`config.mk`:
```
export PLATFORM = sky130hd
export DESIGN_NAME = avr_hvpp_seq_flat
export DESIGN_NICKNAME = d
export VERILOG_FILES = /design/src/rtl/avr_hvpp_pkg.sv /design/src/rtl/avr_hvpp_seq_if.sv /design/src/rtl/hvpp_delay_cnt.sv /design/src/rtl/avr_hvpp_seq.sv /design/src/flat_wrapper.sv
export SDC_FILE = /design/constraint.sdc
export NUM_CORES = 1
export LEC_CHECK = 0
export CAP_MARGIN = 20
export CORE_ASPECT_RATIO = 1.4
export CORE_MARGIN = 10
export CORE_UTILIZATION = 43
export CTS_CLUSTER_SIZE = 14
export DETAILED_ROUTE_END_ITERATION = 12
export PLACE_DENSITY_LB_ADDON = 0.08
export SETUP_SLACK_MARGIN = 0.05
export SLEW_MARGIN = 20
export SYNTH_ARGS = -nofsm -noshare
export SYNTH_HDL_FRONTEND = slang
export SYNTH_SLANG_ARGS = --single-unit
```
`constraint.sdc`:
```
create_clock -name clk -period 3 [get_ports clk]
set_input_delay 0.75 -clock clk [delete_from_list [all_inputs] [get_ports clk]]
set_output_delay 0.75 -clock clk [all_outputs]
set_load 0.01 [all_outputs]
```
`src/rtl/avr_hvpp_pkg.sv`:
```
// Shared definitions for the AVR high-voltage parallel programming sequencer.
//   - hvpp_op_e    : command op codes carried on cmd_op
//   - xa_t / XA_*  : XA1:XA0 action encodings
//   - hvpp_state_e : sequencer FSM states
//   - RDY_IGNORE   : WAIT_RDY cycles during which the synchronized RDY is ignored
//   - op_drives_bus: true for ops that drive the target data bus
package avr_hvpp_pkg;

  typedef enum logic [1:0] {
    OP_LOAD  = 2'd0,
    OP_PAGEL = 2'd1,
    OP_WRITE = 2'd2,
    OP_READ  = 2'd3
  } hvpp_op_e;

  typedef logic [1:0] xa_t;

  localparam xa_t XA_ADDR = 2'b00;
  localparam xa_t XA_DATA = 2'b01;
  localparam xa_t XA_CMD  = 2'b10;

  typedef enum logic [2:0] {
    ST_IDLE     = 3'd0,
    ST_SETUP    = 3'd1,
    ST_PULSE    = 3'd2,
    ST_HOLD     = 3'd3,
    ST_WAIT_RDY = 3'd4
  } hvpp_state_e;

  // The target keeps RDY low for a short while after WR; ignore it this long.
  localparam logic [15:0] RDY_IGNORE = 16'd4;

  // Only LOAD puts a byte on the shared data bus.
  function automatic logic op_drives_bus(input hvpp_op_e op);
    return (op == OP_LOAD);
  endfunction

endpackage

```
`src/rtl/avr_hvpp_seq_if.sv`:
```
// Command/response channel of the HVPP sequencer.
//   master: issues commands (cmd_valid, cmd_op, cmd_xa, cmd_bs1, cmd_bs2, cmd_data),
//           observes cmd_ready, rsp_valid, rsp_data, rsp_timeout, busy
//   slave : the sequencer side of the same signals
interface avr_hvpp_seq_if;
  import avr_hvpp_pkg::*;

  logic       cmd_valid;
  logic       cmd_ready;
  logic [1:0] cmd_op;
  xa_t        cmd_xa;
  logic       cmd_bs1;
  logic       cmd_bs2;
  logic [7:0] cmd_data;
  logic       rsp_valid;
  logic [7:0] rsp_data;
  logic       rsp_timeout;
  logic       busy;

  modport master (
    output cmd_valid, cmd_op, cmd_xa, cmd_bs1, cmd_bs2, cmd_data,
    input  cmd_ready, rsp_valid, rsp_data, rsp_timeout, busy
  );

  modport slave (
    input  cmd_valid, cmd_op, cmd_xa, cmd_bs1, cmd_bs2, cmd_data,
    output cmd_ready, rsp_valid, rsp_data, rsp_timeout, busy
  );

endinterface

```
`src/rtl/hvpp_delay_cnt.sv`:
```
// Loadable down-counter shared by all timed phases of the sequencer.
//   clk, rst  : clock, synchronous active-high reset
//   load      : load load_val this cycle (takes priority over counting)
//   load_val  : value to load; the phase then lasts load_val cycles
//   count     : current count, saturates at 0
//   done      : high on the last cycle of a phase (count == 1)
module hvpp_delay_cnt #(
  parameter int WIDTH = 16
) (
  input  logic             clk,
  input  logic             rst,
  input  logic             load,
  input  logic [WIDTH-1:0] load_val,
  output logic [WIDTH-1:0] count,
  output logic             done
);

  logic [WIDTH-1:0] cnt_r;

  // Down-counter register: load wins, otherwise count toward zero and stop.
  always_ff @(posedge clk) begin
    if (rst) begin
      cnt_r <= '0;
    end else if (load) begin
      cnt_r <= load_val;
    end else if (cnt_r != '0) begin
      cnt_r <= cnt_r - {{(WIDTH-1){1'b0}}, 1'b1};
    end
  end

  assign count = cnt_r;
  assign done  = (cnt_r == {{(WIDTH-1){1'b0}}, 1'b1});

endmodule

```
`src/rtl/avr_hvpp_seq.sv`:
```
// HVPP strobe sequencer: turns one command into the timed select/strobe/data
// waveform on the target's parallel programming pins.
//   clk, rst      : clock, synchronous active-high reset
//   bus (slave)   : command handshake and single-cycle response
//   dut_xa0/xa1, dut_bs1/bs2 : target select lines, held between commands
//   dut_xtal, dut_pagel      : active-high strobes
//   dut_wr, dut_oe           : active-low strobes
//   dut_data_out/dut_data_oe : data bus drive value and enable
//   dut_data_in              : data bus sample
//   dut_rdy                  : asynchronous RDY/BSY pin
module avr_hvpp_seq
  import avr_hvpp_pkg::*;
#(
  parameter int SETUP_CYC   = 2,
  parameter int PULSE_CYC   = 4,
  parameter int TIMEOUT_CYC = 50000
) (
  input  logic                 clk,
  input  logic                 rst,
  avr_hvpp_seq_if.slave        bus,
  output logic                 dut_xa0,
  output logic                 dut_xa1,
  output logic                 dut_bs1,
  output logic                 dut_bs2,
  output logic                 dut_xtal,
  output logic                 dut_pagel,
  output logic                 dut_wr,
  output logic                 dut_oe,
  output logic [7:0]           dut_data_out,
  output logic                 dut_data_oe,
  input  logic [7:0]           dut_data_in,
  input  logic                 dut_rdy
);

  localparam logic [15:0] SETUP_LD   = 16'(SETUP_CYC);
  localparam logic [15:0] PULSE_LD   = 16'(PULSE_CYC);
  localparam logic [15:0] TIMEOUT_LD = 16'(TIMEOUT_CYC);

  hvpp_state_e state_r;
  hvpp_state_e state_next_s;
  hvpp_op_e    op_r;
  hvpp_op_e    op_eff_s;
  hvpp_op_e    cmd_op_s;

  logic        accept_s;
  logic        cmd_ready_s;
  logic        cnt_load_s;
  logic [15:0] cnt_load_val_s;
  logic [15:0] cnt_value_s;
  logic        cnt_done_s;
  logic        rdy_meta_r;
  logic        rdy_sync_r;
  logic [16:0] wait_elapsed_s;
  logic        rdy_window_s;
  logic        complete_s;
  logic        timeout_s;
  logic        capture_s;

  logic        xtal_nx_s;
  logic        pagel_nx_s;
  logic        wr_nx_s;
  logic        oe_nx_s;
  logic        data_oe_nx_s;

  logic        busy_r;
  logic        rsp_valid_r;
  logic        rsp_timeout_r;
  logic [7:0]  rsp_data_r;
  xa_t         xa_r;
  logic        bs1_r;
  logic        bs2_r;
  logic        xtal_r;
  logic        pagel_r;
  logic        wr_r;
  logic        oe_r;
  logic        data_oe_r;
  logic [7:0]  data_out_r;

  assign cmd_op_s    = hvpp_op_e'(bus.cmd_op);
  assign cmd_ready_s = (state_r == ST_IDLE) && !rst;
  assign accept_s    = bus.cmd_valid && cmd_ready_s;
  // The op being accepted this cycle must shape the first SETUP cycle.
  assign op_eff_s    = accept_s ? cmd_op_s : op_r;

  // Cycles already spent in WAIT_RDY, derived from the shared down-counter.
  assign wait_elapsed_s = {1'b0, TIMEOUT_LD} - {1'b0, cnt_value_s};
  assign rdy_window_s   = (wait_elapsed_s >= {1'b0, RDY_IGNORE});

  hvpp_delay_cnt #(.WIDTH(16)) u_delay (
    .clk      (clk),
    .rst      (rst),
    .load     (cnt_load_s),
    .load_val (cnt_load_val_s),
    .count    (cnt_value_s),
    .done     (cnt_done_s)
  );

  // State register.
  always_ff @(posedge clk) begin
    if (rst) begin
      state_r <= ST_IDLE;
    end else begin
      state_r <= state_next_s;
    end
  end

  // Next-state logic, phase-counter reloads and completion events.
  always_comb begin
    state_next_s   = state_r;
    cnt_load_s     = 1'b0;
    cnt_load_val_s = 16'd0;
    complete_s     = 1'b0;
    timeout_s      = 1'b0;
    capture_s      = 1'b0;
    case (state_r)
      ST_IDLE: begin
        if (accept_s) begin
          state_next_s   = ST_SETUP;
          cnt_load_s     = 1'b1;
          cnt_load_val_s = SETUP_LD;
        end else begin
          state_next_s   = ST_IDLE;
        end
      end
      ST_SETUP: begin
        if (cnt_done_s) begin
          state_next_s   = ST_PULSE;
          cnt_load_s     = 1'b1;
          cnt_load_val_s = PULSE_LD;
        end else begin
          state_next_s   = ST_SETUP;
        end
      end
      ST_PULSE: begin
        if (cnt_done_s) begin
          state_next_s = ST_HOLD;
          capture_s    = (op_r == OP_READ);
        end else begin
          state_next_s = ST_PULSE;
        end
      end
      ST_HOLD: begin
        if (op_r == OP_WRITE) begin
          state_next_s   = ST_WAIT_RDY;
          cnt_load_s     = 1'b1;
          cnt_load_val_s = TIMEOUT_LD;
        end else begin
          state_next_s   = ST_IDLE;
          complete_s     = 1'b1;
        end
      end
      ST_WAIT_RDY: begin
        // A real RDY wins over a timeout landing in the same cycle.
        if (rdy_sync_r && rdy_window_s) begin
          state_next_s = ST_IDLE;
          complete_s   = 1'b1;
        end else if (cnt_done_s) begin
          state_next_s = ST_IDLE;
          complete_s   = 1'b1;
          timeout_s    = 1'b1;
        end else begin
          state_next_s = ST_WAIT_RDY;
        end
      end
      default: begin
        state_next_s = ST_IDLE;
      end
    endcase
  end

  // Strobe values for the coming cycle, decoded from the next state so the
  // registered pins line up exactly with the state they belong to.
  always_comb begin
    xtal_nx_s    = 1'b0;
    pagel_nx_s   = 1'b0;
    wr_nx_s      = 1'b1;
    oe_nx_s      = 1'b1;
    data_oe_nx_s = 1'b0;
    case (state_next_s)
      ST_SETUP: begin
        oe_nx_s      = !(op_eff_s == OP_READ);
        data_oe_nx_s = op_drives_bus(op_eff_s);
      end
      ST_PULSE: begin
        xtal_nx_s    = (op_eff_s == OP_LOAD);
        pagel_nx_s   = (op_eff_s == OP_PAGEL);
        wr_nx_s      = !(op_eff_s == OP_WRITE);
        oe_nx_s      = !(op_eff_s == OP_READ);
        data_oe_nx_s = op_drives_bus(op_eff_s);
      end
      ST_HOLD: begin
        data_oe_nx_s = op_drives_bus(op_eff_s);
      end
      default: begin
        xtal_nx_s    = 1'b0;
      end
    endcase
  end

  // Two-flop synchronizer for the asynchronous RDY pin.
  always_ff @(posedge clk) begin
    if (rst) begin
      rdy_meta_r <= 1'b0;
      rdy_sync_r <= 1'b0;
    end else begin
      rdy_meta_r <= dut_rdy;
      rdy_sync_r <= rdy_meta_r;
    end
  end

  // Latched command, select lines, strobes and data bus drive.
  always_ff @(posedge clk) begin
    if (rst) begin
      op_r       <= OP_LOAD;
      xa_r       <= XA_ADDR;
      bs1_r      <= 1'b0;
      bs2_r      <= 1'b0;
      data_out_r <= 8'h00;
      xtal_r     <= 1'b0;
      pagel_r    <= 1'b0;
      wr_r       <= 1'b1;
      oe_r       <= 1'b1;
      data_oe_r  <= 1'b0;
      busy_r     <= 1'b0;
    end else begin
      if (accept_s) begin
        op_r       <= cmd_op_s;
        xa_r       <= bus.cmd_xa;
        bs1_r      <= bus.cmd_bs1;
        bs2_r      <= bus.cmd_bs2;
        data_out_r <= op_drives_bus(cmd_op_s) ? bus.cmd_data : 8'h00;
      end
      xtal_r    <= xtal_nx_s;
      pagel_r   <= pagel_nx_s;
      wr_r      <= wr_nx_s;
      oe_r      <= oe_nx_s;
      data_oe_r <= data_oe_nx_s;
      busy_r    <= (state_next_s != ST_IDLE);
    end
  end

  // Response registers: one-cycle pulse on completion, read byte captured on
  // the last PULSE cycle and cleared at the start of every command.
  always_ff @(posedge clk) begin
    if (rst) begin
      rsp_valid_r   <= 1'b0;
      rsp_timeout_r <= 1'b0;
      rsp_data_r    <= 8'h00;
    end else begin
      rsp_valid_r   <= complete_s;
      rsp_timeout_r <= timeout_s;
      if (accept_s) begin
        rsp_data_r <= 8'h00;
      end else if (capture_s) begin
        rsp_data_r <= dut_data_in;
      end
    end
  end

  assign bus.cmd_ready   = cmd_ready_s;
  assign bus.rsp_valid   = rsp_valid_r;
  assign bus.rsp_timeout = rsp_timeout_r;
  assign bus.rsp_data    = rsp_data_r;
  assign bus.busy        = busy_r;

  assign dut_xa0      = xa_r[0];
  assign dut_xa1      = xa_r[1];
  assign dut_bs1      = bs1_r;
  assign dut_bs2      = bs2_r;
  assign dut_xtal     = xtal_r;
  assign dut_pagel    = pagel_r;
  assign dut_wr       = wr_r;
  assign dut_oe       = oe_r;
  assign dut_data_out = data_out_r;
  assign dut_data_oe  = data_oe_r;

endmodule

```
`src/flat_wrapper.sv`:
```
// flat-port wrapper written by rule: the top's interface ports become plain ports
module avr_hvpp_seq_flat import avr_hvpp_pkg::*;
#(
  parameter int SETUP_CYC   = 2,
  parameter int PULSE_CYC   = 4,
  parameter int TIMEOUT_CYC = 50000
)
  (clk, rst, dut_xa0, dut_xa1, dut_bs1, dut_bs2, dut_xtal, dut_pagel, dut_wr, dut_oe, dut_data_out, dut_data_oe, dut_data_in, dut_rdy, bus_cmd_valid, bus_cmd_op, bus_cmd_xa, bus_cmd_bs1, bus_cmd_bs2, bus_cmd_data, bus_cmd_ready, bus_rsp_valid, bus_rsp_data, bus_rsp_timeout, bus_busy);
  avr_hvpp_seq_if bus_i ();
  input  logic clk;
  input  logic rst;
  output logic dut_xa0;
  output logic dut_xa1;
  output logic dut_bs1;
  output logic dut_bs2;
  output logic dut_xtal;
  output logic dut_pagel;
  output logic dut_wr;
  output logic dut_oe;
  output logic [7:0] dut_data_out;
  output logic dut_data_oe;
  input  logic [7:0] dut_data_in;
  input  logic dut_rdy;
  input wire logic [$bits(bus_i.cmd_valid)-1:0] bus_cmd_valid;
  input wire logic [$bits(bus_i.cmd_op)-1:0] bus_cmd_op;
  input wire logic [$bits(bus_i.cmd_xa)-1:0] bus_cmd_xa;
  input wire logic [$bits(bus_i.cmd_bs1)-1:0] bus_cmd_bs1;
  input wire logic [$bits(bus_i.cmd_bs2)-1:0] bus_cmd_bs2;
  input wire logic [$bits(bus_i.cmd_data)-1:0] bus_cmd_data;
  output wire logic [$bits(bus_i.cmd_ready)-1:0] bus_cmd_ready;
  output wire logic [$bits(bus_i.rsp_valid)-1:0] bus_rsp_valid;
  output wire logic [$bits(bus_i.rsp_data)-1:0] bus_rsp_data;
  output wire logic [$bits(bus_i.rsp_timeout)-1:0] bus_rsp_timeout;
  output wire logic [$bits(bus_i.busy)-1:0] bus_busy;
  assign bus_i.cmd_valid = bus_cmd_valid;
  assign bus_i.cmd_op = bus_cmd_op;
  assign bus_i.cmd_xa = bus_cmd_xa;
  assign bus_i.cmd_bs1 = bus_cmd_bs1;
  assign bus_i.cmd_bs2 = bus_cmd_bs2;
  assign bus_i.cmd_data = bus_cmd_data;
  assign bus_cmd_ready = bus_i.cmd_ready;
  assign bus_rsp_valid = bus_i.rsp_valid;
  assign bus_rsp_data = bus_i.rsp_data;
  assign bus_rsp_timeout = bus_i.rsp_timeout;
  assign bus_busy = bus_i.busy;
  avr_hvpp_seq #(.SETUP_CYC(SETUP_CYC), .PULSE_CYC(PULSE_CYC), .TIMEOUT_CYC(TIMEOUT_CYC)) u_core (.clk(clk), .rst(rst), .bus(bus_i), .dut_xa0(dut_xa0), .dut_xa1(dut_xa1), .dut_bs1(dut_bs1), .dut_bs2(dut_bs2), .dut_xtal(dut_xtal), .dut_pagel(dut_pagel), .dut_wr(dut_wr), .dut_oe(dut_oe), .dut_data_out(dut_data_out), .dut_data_oe(dut_data_oe), .dut_data_in(dut_data_in), .dut_rdy(dut_rdy));
endmodule
```
==> flow_metrics.tcl <==
set metrics [dict create \
    outcome "finished clean" \
    cts_tree "done" \
    totalPowerFinal_w 0.002319 \
    synth_xor_area_frac 0.04573 \
    p_comb_frac 0.399 \
    cts.sinks 51 \
    seq_area_frac_synth 0.4101 \
    root_buffer "clkbuf_8" \
    switching_power_w 0.0008534 \
    num_vias 2094 \
    fmax_mhz 366.1 \
    grt_first_pass_wirelength_um 10340 \
    async_flop_share 0 \
    drive_gt1_frac 0.09627 \
    io_pins 55 \
    insertedDiodeCount 0 \
    core_mm2 0.005565 \
    grt_overflow 0 \
    synth_ff_type "dfxtp_1" \
    netlist_top_cells_count "dfxtp_1 (51), nor2_1 (34), mux2i_1 (17)" \
    n_fill_cell 512 \
    yosysTopAreaCell "dfxtp_1" \
    die_w_um 84.31 \
    nNetsFinal 350 \
    clk_latency_ns 0.30 \
    clk_pin_slew_ns 0.09 \
    cp-end-kind "output port" \
    crit_arrival_ns 1.98 \
    wl_per_cell_um 15.47 \
    synth_top_area_share 0.4101 \
    synth-simple-area-share 0.2794 \
    cts_buffers 5 \
    synth_top_family_by_area "simple AND/OR/NAND/NOR gates" \
    p_clk_frac 0.215 \
    die_area_mm2 0.009277 \
    relSlewSlack 0.6786 \
    ant_nets 0 \
    drt_iter0_drc 101 \
    worstSetupPathType "in2out" \
    synth_mux_area_frac 0.06834 \
    areaGrowthSynthToFinish_pct 29.15 \
    maxCapViolCount 0 \
    dieHeight_um 110.0 \
    postSynthCellCount 269 \
    tightest_slew_ns 0.4795 \
    ir_drop_mv 0.3386 \
    portBuffers 54 \
    setup_viol 0 \
    htree_levels 2 \
    cp-start-kind "input pin" \
    grt_max_degree 21 \
    rr_worst_depth 8 \
    skew_ns 0.006657 \
    ys_ff_latch 51 \
    synth_compound_area_frac 0.1417 \
    grtUsageTotal 0.1328 \
    yosysWarnings 0 \
    r2r_setup_slack_ns 0.29 \
    wl_um 6033 \
    num_rows 32 \
    worstPathRequired_ns 2.25 \
    period_needed_ns 2.732 \
    min_period_over_period 0.9105 \
    setup_tns_ns 0 \
    hpwl_um 4688 \
    synth_nets 298 \
    drv_slew 0 \
    via_per_inst 5.369 \
    switching_share 0.3680 \
    synth_fa_ha_area_frac 0.01508 \
    drc 0 \
    power_frac_seq 0.386 \
    power-per-cell-area_mw_per_mm2 721.2 \
    p_leak_nw 1.201 \
    grt_pass1_vias 2181 \
    avgSynthCellArea_um2 9.256 \
    cellInternalPower_w 0.001466 \
    utilization 0.5778 \
    grt_setup_unrepaired "no" \
    hold_class "reg2reg" \
    hold_viol 0 \
    synth_most_common_cell "dfxtp_1" \
    clock_path_buffers 2 \
    path_max_fanout 2 \
    whs_path_depth 1 \
    initial_utilization 0.4474 \
    ys_types 55 \
    post_cts_buffers 0 \
    antenna_found_initial 0 \
    synth_edf_count 0 \
    syn_area_mm2 0.002490 \
    yosys-top-cells-area "dfxtp_1 (41%), mux2i_1 (6.8%), nor2_1 (5.1%), a22o_1 (2.8%), xnor2_1 (2.5%)" \
    gp_congestion 0.7743 \
    first_pass_iters 4 \
]
[flip-flops by register name, summed over array words and instances (netlist names), 2 cells and up]
name and cells:
u_core.op_r 2, u_core.state_r 3, u_core.bus.rsp_data 8, u_core.dut_data_out 8, u_core.xa_r 2, u_core.u_delay.count 16
[layout by cell type, fill, tap and decap left out, drive strengths merged, types with 4 or more instances in the layout]
cell | Yosys | final
nand2 | 16 | 16
o22ai | 4 | 4
xor2 | 6 | 6
clkbuf | 10 | 6
mux2i | 17 | 17
nor2b | 6 | 6
inv | 4 | 4
nand2b | 6 | 6
nand3 | 7 | 7
or4 | 4 | 4
and2 | 6 | 6
o21ai | 8 | 8
nor3b | 4 | 4
a22o | 8 | 8
a21oi | 8 | 8
nor4 | 8 | 8
xnor2 | 7 | 7
nor3 | 7 | 7
dfxtp | 51 | 51
clkdlybuf4s50 | 0 | 54
nor2 | 35 | 35
buf | 7 | 8
[power groups by stage]
stage	registers [W]	logic, W	clock network [W]
floorplan	0.000849	0.000751	0
global placement	0.000905	0.000921	0
detailed placement	0.000910	0.000929	0
CTS	0.000894	0.000935	0.000516
global route	0.000915	0.00104	0.000539
finish	0.000895	0.000925	0.000499
[critical path: stages]
cell	delay [ns]
clkdlybuf4s50_1	0.44
nor4_2	0.20
clkdlybuf4s50_1	0.60
[metal layers]
metal | vias to the layer above | part of all wire | global-route usage | wire, µm
met5 | - | 0 | 0 | 0
met4 | 0 | 0.016 | 0.05156 | 94
met3 | 8 | 0.075 | 0.05286 | 453
met2 | 43 | 0.51 | 0.2331 | 3083
met1 | 986 | 0.40 | 0.1402 | 2402
li1 | 1057 | - | - | -
[kinds of logic after synthesis]
kind of cell             Yosys count
AND/OR/NAND/NOR                  116
flip-flops                        51
AO/OA/AOI/OAI                     48
buffers and inverters             21
multiplexers                      17
XOR/XNOR                          13
adder cells (fa/ha/maj)            3
[layout make-up]
| type | instances | area [µm²] | area share |
|---|---|---|---|
| sequential | 51 | 1021 | 0.3175 |
| inverter | 4 | 15.01 | 0.004669 |
| clock buffer | 6 | 82.58 | 0.02568 |
| tap | 68 | 85.08 | 0.02646 |
| clock inverter | 2 | 35.03 | 0.01089 |
| timing repair buffer | 62 | 600.6 | 0.1868 |
| multi-input combinational | 197 | 1376 | 0.4280 |
[final timing paths]
kind                                              from                           end
setup / recovery                                   rst                 bus_cmd_ready
hold / removal            u_core.rdy_meta_r$_SDFF_PP0_  u_core.rdy_sync_r$_SDFF_PP0_
setup reg to reg  u_core.u_delay.count[0]$_SDFFE_PP0P_    u_core.bus.busy$_SDFF_PP0_
hold reg to reg           u_core.rdy_meta_r$_SDFF_PP0_  u_core.rdy_sync_r$_SDFF_PP0_
[per-stage QoR]
step | std cells | setup slack [ns] | instance area [µm²] | hold slack, ns
2_1_floorplan | 269 | 0.5005 | 2490 | 0.4138
3_3_place_gp | 382 | 0.2210 | 3092 | 0.4233
3_5_place_dp | 382 | 0.1984 | 3092 | 0.4376
4_1_cts | 390 | 0.1765 | 3209 | 0.4589
5_1_grt | 390 | 0.1408 | 3216 | 0.4724
6_report | 390 | 0.2684 | 3216 | 0.4534
[what timing repair did]
item                                    4_1_cts  5_1_grt
endpoints found under the setup margin        0        1
hold buffers                                  0        0
resized for setup                             0        1
No activity file was read; power rests on OpenSTA's default activity.
